==> config.mk <==
export PLATFORM = sky130hd
export DESIGN_NAME = redmule_ctx_regfile_flat
export DESIGN_NICKNAME = d
export VERILOG_FILES = /design/src/rtl/redmule_ctx_if.sv /design/src/rtl/redmule_ctx_regfile.sv /design/src/flat_wrapper.sv
export SDC_FILE = /design/constraint.sdc
export NUM_CORES = 2
export LEC_CHECK = 0
export CELL_PAD_IN_SITES_DETAIL_PLACEMENT = 0
export CELL_PAD_IN_SITES_GLOBAL_PLACEMENT = 1
export CORE_MARGIN = 5
export CORE_UTILIZATION = 25
export DETAILED_ROUTE_END_ITERATION = 6
export GPL_ROUTABILITY_DRIVEN = 0
export GPL_TIMING_DRIVEN = 0
export PLACE_DENSITY = 0.48
export SYNTH_ARGS = -nofsm -noshare
export SYNTH_HDL_FRONTEND = slang
export SYNTH_SLANG_ARGS = --single-unit
==> constraint.sdc <==
create_clock -name clk_i -period 130.1 [get_ports clk_i]
set_input_delay 19.515 -clock clk_i [delete_from_list [all_inputs] [get_ports clk_i]]
set_output_delay 19.515 -clock clk_i [all_outputs]
set_load 0.05 [all_outputs]
==> src/rtl/redmule_ctx_if.sv <==
// ============================================================================
// Module  : redmule_ctx_if
// Brief   : Cfg slave bus plus job valid/ready/done handshake of the context
//           register file.
// Revision: 1.0 - initial release
// ============================================================================
`default_nettype none

interface redmule_ctx_if #(
  parameter int NUM_REGS = 19,
  parameter int DW       = 32,
  parameter int ID_W     = 8
);
  logic                    cfg_req;
  logic                    cfg_gnt;
  logic                    cfg_we;
  logic [7:0]              cfg_addr;
  logic [3:0]              cfg_be;
  logic [DW-1:0]           cfg_wdata;
  logic [DW-1:0]           cfg_rdata;
  logic                    cfg_rvalid;
  logic                    job_valid;
  logic                    job_ready;
  logic [NUM_REGS*32-1:0]  job_regs;
  logic [ID_W-1:0]         job_id;
  logic                    job_done;

  modport master (
    output cfg_req, cfg_we, cfg_addr, cfg_be, cfg_wdata, job_ready, job_done,
    input  cfg_gnt, cfg_rdata, cfg_rvalid, job_valid, job_regs, job_id
  );

  modport slave (
    input  cfg_req, cfg_we, cfg_addr, cfg_be, cfg_wdata, job_ready, job_done,
    output cfg_gnt, cfg_rdata, cfg_rvalid, job_valid, job_regs, job_id
  );
endinterface

`default_nettype wire

==> src/rtl/redmule_ctx_regfile.sv <==
// ============================================================================
// Module  : redmule_ctx_regfile
// Brief   : N_CONTEXT-slot job register file with circular job queue.
//           Optional macro REDMULE_CTX_SCRUB_EN zeroes a context when freed.
// Revision: 1.0 - initial release
// ============================================================================
`default_nettype none

module redmule_ctx_regfile #(
  parameter int N_CONTEXT = 2,
  parameter int NUM_REGS  = 19,
  parameter int DW        = 32,
  parameter int ID_W      = 8
) (
  input  logic         clk_i,
  input  logic         rst_i,
  redmule_ctx_if.slave bus,
  output logic         evt_o,
  output logic         busy_o
);

  localparam int PTR_W = $clog2(N_CONTEXT);
  localparam int CNT_W = $clog2(N_CONTEXT + 1);
  localparam logic [CNT_W-1:0] c_n_ctx    = CNT_W'(N_CONTEXT);
  localparam logic [5:0]       c_num_regs = 6'(NUM_REGS);
  localparam logic [5:0]       c_w_acq    = 6'h20;
  localparam logic [5:0]       c_w_trig   = 6'h21;
  localparam logic [5:0]       c_w_stat   = 6'h22;
  localparam logic [5:0]       c_w_clr    = 6'h23;

  logic [31:0]      r_ctx     [N_CONTEXT][NUM_REGS];
  logic [ID_W-1:0]  r_slot_id [N_CONTEXT];
  logic [PTR_W-1:0] r_wptr;
  logic [PTR_W-1:0] r_rptr;
  logic [CNT_W-1:0] r_count;
  logic [ID_W-1:0]  r_next_id;
  logic             r_acquired;
  logic             r_running;
  logic             r_evt;
  logic [DW-1:0]    r_rdata;
  logic             r_rvalid;

  logic [5:0]       w_word;
  logic [4:0]       w_reg_idx;
  logic             w_is_reg;
  logic             w_rd;
  logic             w_wr;
  logic             w_acq_grant;
  logic             w_trig;
  logic             w_clr;
  logic             w_reg_wr;
  logic             w_job_valid;
  logic             w_accept;
  logic             w_done;
  logic [DW-1:0]    w_status;
  logic [DW-1:0]    w_rdata;
  logic [1:0]       w_unused_addr;

  assign w_unused_addr = bus.cfg_addr[1:0];
  assign w_word        = bus.cfg_addr[7:2];
  assign w_reg_idx     = bus.cfg_addr[6:2];
  assign w_is_reg      = ~bus.cfg_addr[7] & ({1'b0, w_reg_idx} < c_num_regs);
  assign w_rd          = bus.cfg_req & ~bus.cfg_we;
  assign w_wr          = bus.cfg_req & bus.cfg_we;

  // Acquisition and trigger both look at the pre-update count/flags.
  assign w_acq_grant = w_rd & (w_word == c_w_acq) & ~r_acquired & (r_count < c_n_ctx);
  assign w_trig      = w_wr & (w_word == c_w_trig) & r_acquired;
  assign w_clr       = w_wr & (w_word == c_w_clr);
  assign w_reg_wr    = w_wr & w_is_reg & r_acquired;
  assign w_job_valid = (r_count != '0) & ~r_running;
  assign w_accept    = w_job_valid & bus.job_ready;
  assign w_done      = bus.job_done & r_running;

  always_comb begin
    w_status        = '0;
    w_status[7:0]   = 8'(r_count);
    w_status[15:8]  = r_running ? 8'(r_slot_id[r_rptr]) : 8'h00;
    w_status[16]    = r_running;
    w_status[17]    = r_acquired;
  end

  always_comb begin
    w_rdata = '0;
    if (w_rd) begin
      case (w_word)
        c_w_acq: begin
          if (r_acquired || (r_count < c_n_ctx)) w_rdata = DW'(r_next_id);
          else                                   w_rdata = '1;
        end
        c_w_stat: w_rdata = w_status;
        default:  if (w_is_reg) w_rdata = r_ctx[r_wptr][w_reg_idx];
      endcase
    end
  end

  always_ff @(posedge clk_i or posedge rst_i) begin
    if (rst_i) begin
      for (int c = 0; c < N_CONTEXT; c++) begin
        r_slot_id[c] <= '0;
        for (int k = 0; k < NUM_REGS; k++) r_ctx[c][k] <= '0;
      end
      r_wptr     <= '0;
      r_rptr     <= '0;
      r_count    <= '0;
      r_next_id  <= '0;
      r_acquired <= 1'b0;
      r_running  <= 1'b0;
      r_evt      <= 1'b0;
      r_rdata    <= '0;
      r_rvalid   <= 1'b0;
    end else begin
      r_rvalid <= bus.cfg_req;
      r_rdata  <= w_rdata;
      r_evt    <= 1'b0;
      if (w_clr) begin
        r_wptr     <= '0;
        r_rptr     <= '0;
        r_count    <= '0;
        r_next_id  <= '0;
        r_acquired <= 1'b0;
        r_running  <= 1'b0;
      end else begin
        if (w_acq_grant) r_acquired <= 1'b1;
        if (w_accept)    r_running  <= 1'b1;
        if (w_done) begin
          r_running <= 1'b0;
          r_rptr    <= r_rptr + PTR_W'(1);
          r_evt     <= 1'b1;
`ifdef REDMULE_CTX_SCRUB_EN
          for (int k = 0; k < NUM_REGS; k++) r_ctx[r_rptr][k] <= '0;
`endif
        end
        // The freed slot never equals the staging slot while acquired.
        if (w_reg_wr) begin
          for (int b = 0; b < 4; b++)
            if (bus.cfg_be[b])
              r_ctx[r_wptr][w_reg_idx][8*b +: 8] <= bus.cfg_wdata[8*b +: 8];
        end
        if (w_trig) begin
          r_slot_id[r_wptr] <= r_next_id;
          r_wptr            <= r_wptr + PTR_W'(1);
          r_next_id         <= r_next_id + ID_W'(1);
          r_acquired        <= 1'b0;
        end
        case ({w_trig, w_done})
          2'b10:   r_count <= r_count + CNT_W'(1);
          2'b01:   r_count <= r_count - CNT_W'(1);
          default: ;
        endcase
      end
    end
  end

  for (genvar k = 0; k < NUM_REGS; k++) begin : g_job_regs
    assign bus.job_regs[32*k +: 32] = r_ctx[r_rptr][k];
  end

  assign bus.cfg_gnt    = bus.cfg_req;
  assign bus.cfg_rdata  = r_rdata;
  assign bus.cfg_rvalid = r_rvalid;
  assign bus.job_valid  = w_job_valid;
  assign bus.job_id     = r_slot_id[r_rptr];
  assign evt_o          = r_evt;
  assign busy_o         = r_running | (r_count != '0);

endmodule

`default_nettype wire

==> src/flat_wrapper.sv <==
// flat-port wrapper written by rule: the top's interface ports become plain ports
module redmule_ctx_regfile_flat 
#(
  parameter int N_CONTEXT = 2,
  parameter int NUM_REGS  = 19,
  parameter int DW        = 32,
  parameter int ID_W      = 8
)
  (clk_i, rst_i, evt_o, busy_o, bus_cfg_req, bus_cfg_we, bus_cfg_addr, bus_cfg_be, bus_cfg_wdata, bus_job_ready, bus_job_done, bus_cfg_gnt, bus_cfg_rdata, bus_cfg_rvalid, bus_job_valid, bus_job_regs, bus_job_id);
  redmule_ctx_if #(.NUM_REGS(NUM_REGS), .DW(DW), .ID_W(ID_W)) bus_i ();
  input  logic clk_i;
  input  logic rst_i;
  output logic evt_o;
  output logic busy_o;
  input wire logic [$bits(bus_i.cfg_req)-1:0] bus_cfg_req;
  input wire logic [$bits(bus_i.cfg_we)-1:0] bus_cfg_we;
  input wire logic [$bits(bus_i.cfg_addr)-1:0] bus_cfg_addr;
  input wire logic [$bits(bus_i.cfg_be)-1:0] bus_cfg_be;
  input wire logic [$bits(bus_i.cfg_wdata)-1:0] bus_cfg_wdata;
  input wire logic [$bits(bus_i.job_ready)-1:0] bus_job_ready;
  input wire logic [$bits(bus_i.job_done)-1:0] bus_job_done;
  output wire logic [$bits(bus_i.cfg_gnt)-1:0] bus_cfg_gnt;
  output wire logic [$bits(bus_i.cfg_rdata)-1:0] bus_cfg_rdata;
  output wire logic [$bits(bus_i.cfg_rvalid)-1:0] bus_cfg_rvalid;
  output wire logic [$bits(bus_i.job_valid)-1:0] bus_job_valid;
  output wire logic [$bits(bus_i.job_regs)-1:0] bus_job_regs;
  output wire logic [$bits(bus_i.job_id)-1:0] bus_job_id;
  assign bus_i.cfg_req = bus_cfg_req;
  assign bus_i.cfg_we = bus_cfg_we;
  assign bus_i.cfg_addr = bus_cfg_addr;
  assign bus_i.cfg_be = bus_cfg_be;
  assign bus_i.cfg_wdata = bus_cfg_wdata;
  assign bus_i.job_ready = bus_job_ready;
  assign bus_i.job_done = bus_job_done;
  assign bus_cfg_gnt = bus_i.cfg_gnt;
  assign bus_cfg_rdata = bus_i.cfg_rdata;
  assign bus_cfg_rvalid = bus_i.cfg_rvalid;
  assign bus_job_valid = bus_i.job_valid;
  assign bus_job_regs = bus_i.job_regs;
  assign bus_job_id = bus_i.job_id;
  redmule_ctx_regfile #(.N_CONTEXT(N_CONTEXT), .NUM_REGS(NUM_REGS), .DW(DW), .ID_W(ID_W)) u_core (.clk_i(clk_i), .rst_i(rst_i), .bus(bus_i), .evt_o(evt_o), .busy_o(busy_o));
endmodule
# Yosys cells after proc, flatten, opt, wreduce, memory -nomap -nowiden
# Index checks and enable logic that the tools add are counted.
[classes] muxes=66 magnitude_cmp=7 bitwise_logic=23 reduce_logical=11 n_eq_ne=6 addsub=5
[ops] operator="$mux 1216" n=10
[ops] operator="$mux 608" n=10
[ops] operator="$bwmux 1216" n=4
[ops] operator="$demux 608 s1" n=4
[ops] operator="$demux 32 s5" n=4
[ops] operator="$mux 32" n=6
[ops] operator="$bmux 32 s5" n=1
[ops] operator="$mux 8" n=8
[ops] operator="$pmux 32 s2" n=1
[ops] operator="$eq 6x6->1 const B" n=4
[ops] operator="$mux 24" n=1
[ops] operator="$bwmux 16" n=1
[ops] operator="$mux 16" n=1
[ops] operator="$and 1x1->1" n=14
[ops] operator="$mux 1" n=12
[ops] operator="$reduce_bool 3->1" n=3
[ops] operator="$add 8x1->8 const B" n=1
[ops] operator="$demux 8 s1" n=1
[ops] operator="$ge 6x6->1 const B" n=1
[ops] operator="$lt 6x1->1 const B" n=1
[ops] operator="$not 5->6" n=1
[ops] operator="$reduce_bool 2->1" n=3
[ops] operator="$lt 5x5->1 const B" n=1
[ops] operator="$not 1->1" n=5
[ops] operator="15 further kinds" n=20
[totals] elab_cells=167 output_inout_bits=653 register_bits=1280

# Logic depth before layout (Yosys ltp)
[depth] word_depth=21 mapped_depth=10 depth_no_buf=7

# Worst setup path before layout
# No wires, ideal clock.
[synth_timing] path_type="input-to-output" startpoint="in bus_cfg_req" endpoint="out bus_cfg_gnt" slack_ps=90900 cell_stages=1 t_required_ps=110585 arrival_time_ps=19685 cell_sequence="buf_4"
[synth_lines] element="start: declaration" line_no="flat_wrapper.sv:15" rtl="input wire logic [$bits(bus_i.cfg_req)-1:0] bus_cfg_req;"
[synth_lines] element="end: declaration" line_no="flat_wrapper.sv:22" rtl="output wire logic [$bits(bus_i.cfg_gnt)-1:0] bus_cfg_gnt;"
# No word-level cell between the ends.

# Worst setup path after layout
[layout_timing] startpoint="in bus_cfg_req" endpoint="out bus_cfg_gnt"
# No word-level cell between the ends.

==> metrics.csv <==
metric,value,unit
critical_path_buf_inv_count,3,
use_met3,0.06777,
cts_resized,0,
synth_top_area_frac,0.4881,
worstMarginPinSlew,1480,ps
r2r_slack,123900,ps
dr.pass1.iters,5,
slew_headroom,0.01359,
critPathCaptureType,primary output,
seq_area_frac_synth,0.4881,
portBuffers,665,
p_leak,39.05,nW
met1_usage,0.3681,
fin_crit,40720,ps
hold_end,u_core.r_slot_id[8],
drtIter0Drc,4740,
clockBufferDepth,3,
wl,382400,um
clk_pin_slew,60,ps
cp_top_family,buffers and inverters,
drc,0,
arrival,21210,ps
grtUsageMet2,0.4022,
cts_setup_buffers,0,
fin_crit_sh,0.3130,
synth_seq_cells,1280,
p_total,1.111,mW
max-vdd-ir-drop,16.98,uV
cts-root-buf,clkbuf_16,
io_pins,703,
synth_cell_types,65,
finalWorstSetupSlack,89380,ps
layout-drive-gt1-share,0.3868,
power.density,13.38,nW/um2
cp_slowest_stage_delay,790,ps
nets,5503,
ys_top_cells_by_area,"dfrtp_1, mux2_2, mux2_1",
start_kind,input pin,
hold_buffers,0,
yosysMostFrequentCell,mux2_2,
synthToLayoutAreaGrowth,26.57,%
final_cell_area,83060,um2
synthFlopType,dfrtp_1,
worst_path_most_repeated_cell,clkdlybuf4s50_1,
yosysWarningCount,0,
insertion_delay,850,ps
grt_max_degree,118,
slowest_stage,clkdlybuf4s50_1,
hp-class,flop to flop,
cp.required,110580,ps
hold_viol,0,
fin_setup_tns,0,ps
post_synth.cell_area_avg,14.31,um2
clock.fmax,0.02456,GHz
grt_pass1_wl,493400,um
rsz0062_at_grt,no,
die-area,272800,um2
ys_async_sr_fraction,1.000,
grt_pass1_vias,48540,
viasPerCell,5.256,
yosys.area.top_type,dfrtp_1,
holdWs,486.3,ps
die_x,522.3,um
syn-instance-count,4584,
cts_buffers,160,
busiest_layer,met2,
path_cells,clkdlybuf4s50_1 -> buf_4 -> clkdlybuf4s50_1,
pre_cts_slack,89400,ps
synth_edf_count,0,
cp_num_cells,3,
core_area,261800,um2
dpl-instance-area,77660,um2
rr_endpoint,u_core.bus.cfg_rdata[5],
cts_tree,yes,
syn_area,65620,um2
start_util,0.2506,
cap_violations,0,
synthTopCellsByCount,"mux2_2, dfrtp_1, mux2_1",
ant_nets,0,
grt_antenna_before_repair,62,
post-dp-hpwl,295200,um
slew_violations,0,
clock_sinks,1280,
die_y,522.3,um
grt-ovfl-total,0,
fin_skew,33.55,ps
finalSetupViolations,0,
hold_path_depth,1,
wl_per_cell,41.92,um
gr-usage-all-layers,0.2732,
critical_path.max_fanout,5,
reg2reg_depth,9,
rows,188,
synth.net_count,4636,
vias,47950,
critPathKind,input pin to primary output,
status,completed,
h-tree-depth,4,
holdCritStartpoint,u_core.r_slot_id[8],
timing.rr.start,u_core.r_wptr,
sequential cells by signal, summed over array words and instances (netlist names):
name                   cells
u_core.bus.cfg_rdata      32
u_core.bus.cfg_rvalid      1
u_core.evt_o               1
u_core.r_acquired          1
u_core.r_count             2
u_core.r_ctx            1216
u_core.r_next_id           8
u_core.r_rptr              1
u_core.r_running           1
u_core.r_slot_id          16
u_core.r_wptr              1
power by group:
group,internal [mW],switching (mW)
registers,0.400,0.00215
clock network,0.265,0.197
logic,0.0608,0.186
stage by stage:
step,utilization,cells
after floorplan,-,4584
after global placement,0.2929,8764
after detailed placement,0.2966,8803
after CTS,0.3169,9091
after global routing,0.3170,9098
final,0.3172,9122
per-layer routing:
metal	wire length [um]	up-vias
met5	160	-
met4	24160	22
met3	27860	608
met2	163900	2160
met1	166300	26130
li1	-	19020
layout by cell type (no fill, tap or decap), types with 18 or more instances in the layout:
cell type	synthesis	routed
a221o_1	32	32
a22o_1	18	18
nor2_1	79	79
clkbuf_2	0	64
buf_2	71	76
clkbuf_16	0	160
clkbuf_1	240	219
nand3_1	31	31
buf_16	0	18
clkinv_2	0	21
o21ai_0	45	45
nand2_2	65	65
clkbuf_8	0	33
nand2_1	146	146
mux2i_1	66	66
mux2_2	1344	1344
clkdlybuf4s50_1	0	665
buf_4	16	18
a311oi_1	26	26
nand2_4	21	21
mux4_2	243	243
dfrtp_1	1280	1280
a21oi_1	68	68
mux2_1	564	564
diode_2	0	30
worst max path at each step:
stage / slack [ps] / to / start
2_1_floorplan: 74510 / u_core.bus.cfg_rdata[0] / rst_i
3_3_place_gp: 55220 / u_core.r_ctx[1146] / rst_i
3_5_place_dp: 89400 / bus_cfg_gnt / bus_cfg_req
4_1_cts: 89400 / bus_cfg_gnt / bus_cfg_req
5_1_grt: 89350 / bus_cfg_gnt / bus_cfg_req
6_report: 89380 / bus_cfg_gnt / bus_cfg_req
cells by family (layout without fill, tap and decap cells):
| group | after synthesis | in the layout | share of synthesized area |
|---|---|---|---|
| buffers and inverters | 362 | 1355 | 0.02401 |
| multiplexers | 2217 | 2217 | 0.4209 |
| AO/OA/AOI/OAI | 281 | 281 | 0.03083 |
| adder cells (fa/ha/maj) | 2 | 2 | 0.0003813 |
| flip-flops | 1280 | 1280 | 0.4881 |
| other | 0 | 30 | 0 |
| AND/OR/NAND/NOR | 433 | 433 | 0.03455 |
| XOR/XNOR | 9 | 9 | 0.001201 |
area by class of cell:
type / instances / area (um2)
fillers: 26160 / 178800
well taps: 3515 / 4398
flip-flops and latches: 1280 / 32030
diodes: 30 / 75.07
multi-input cells: 2942 / 32030
clock inverters: 52 / 688.2
clock buffers: 236 / 4619
repair buffers: 705 / 7541
inverters: 7 / 33.78
plain buffers: 355 / 1635
Power figures use the tool's default switching activity.
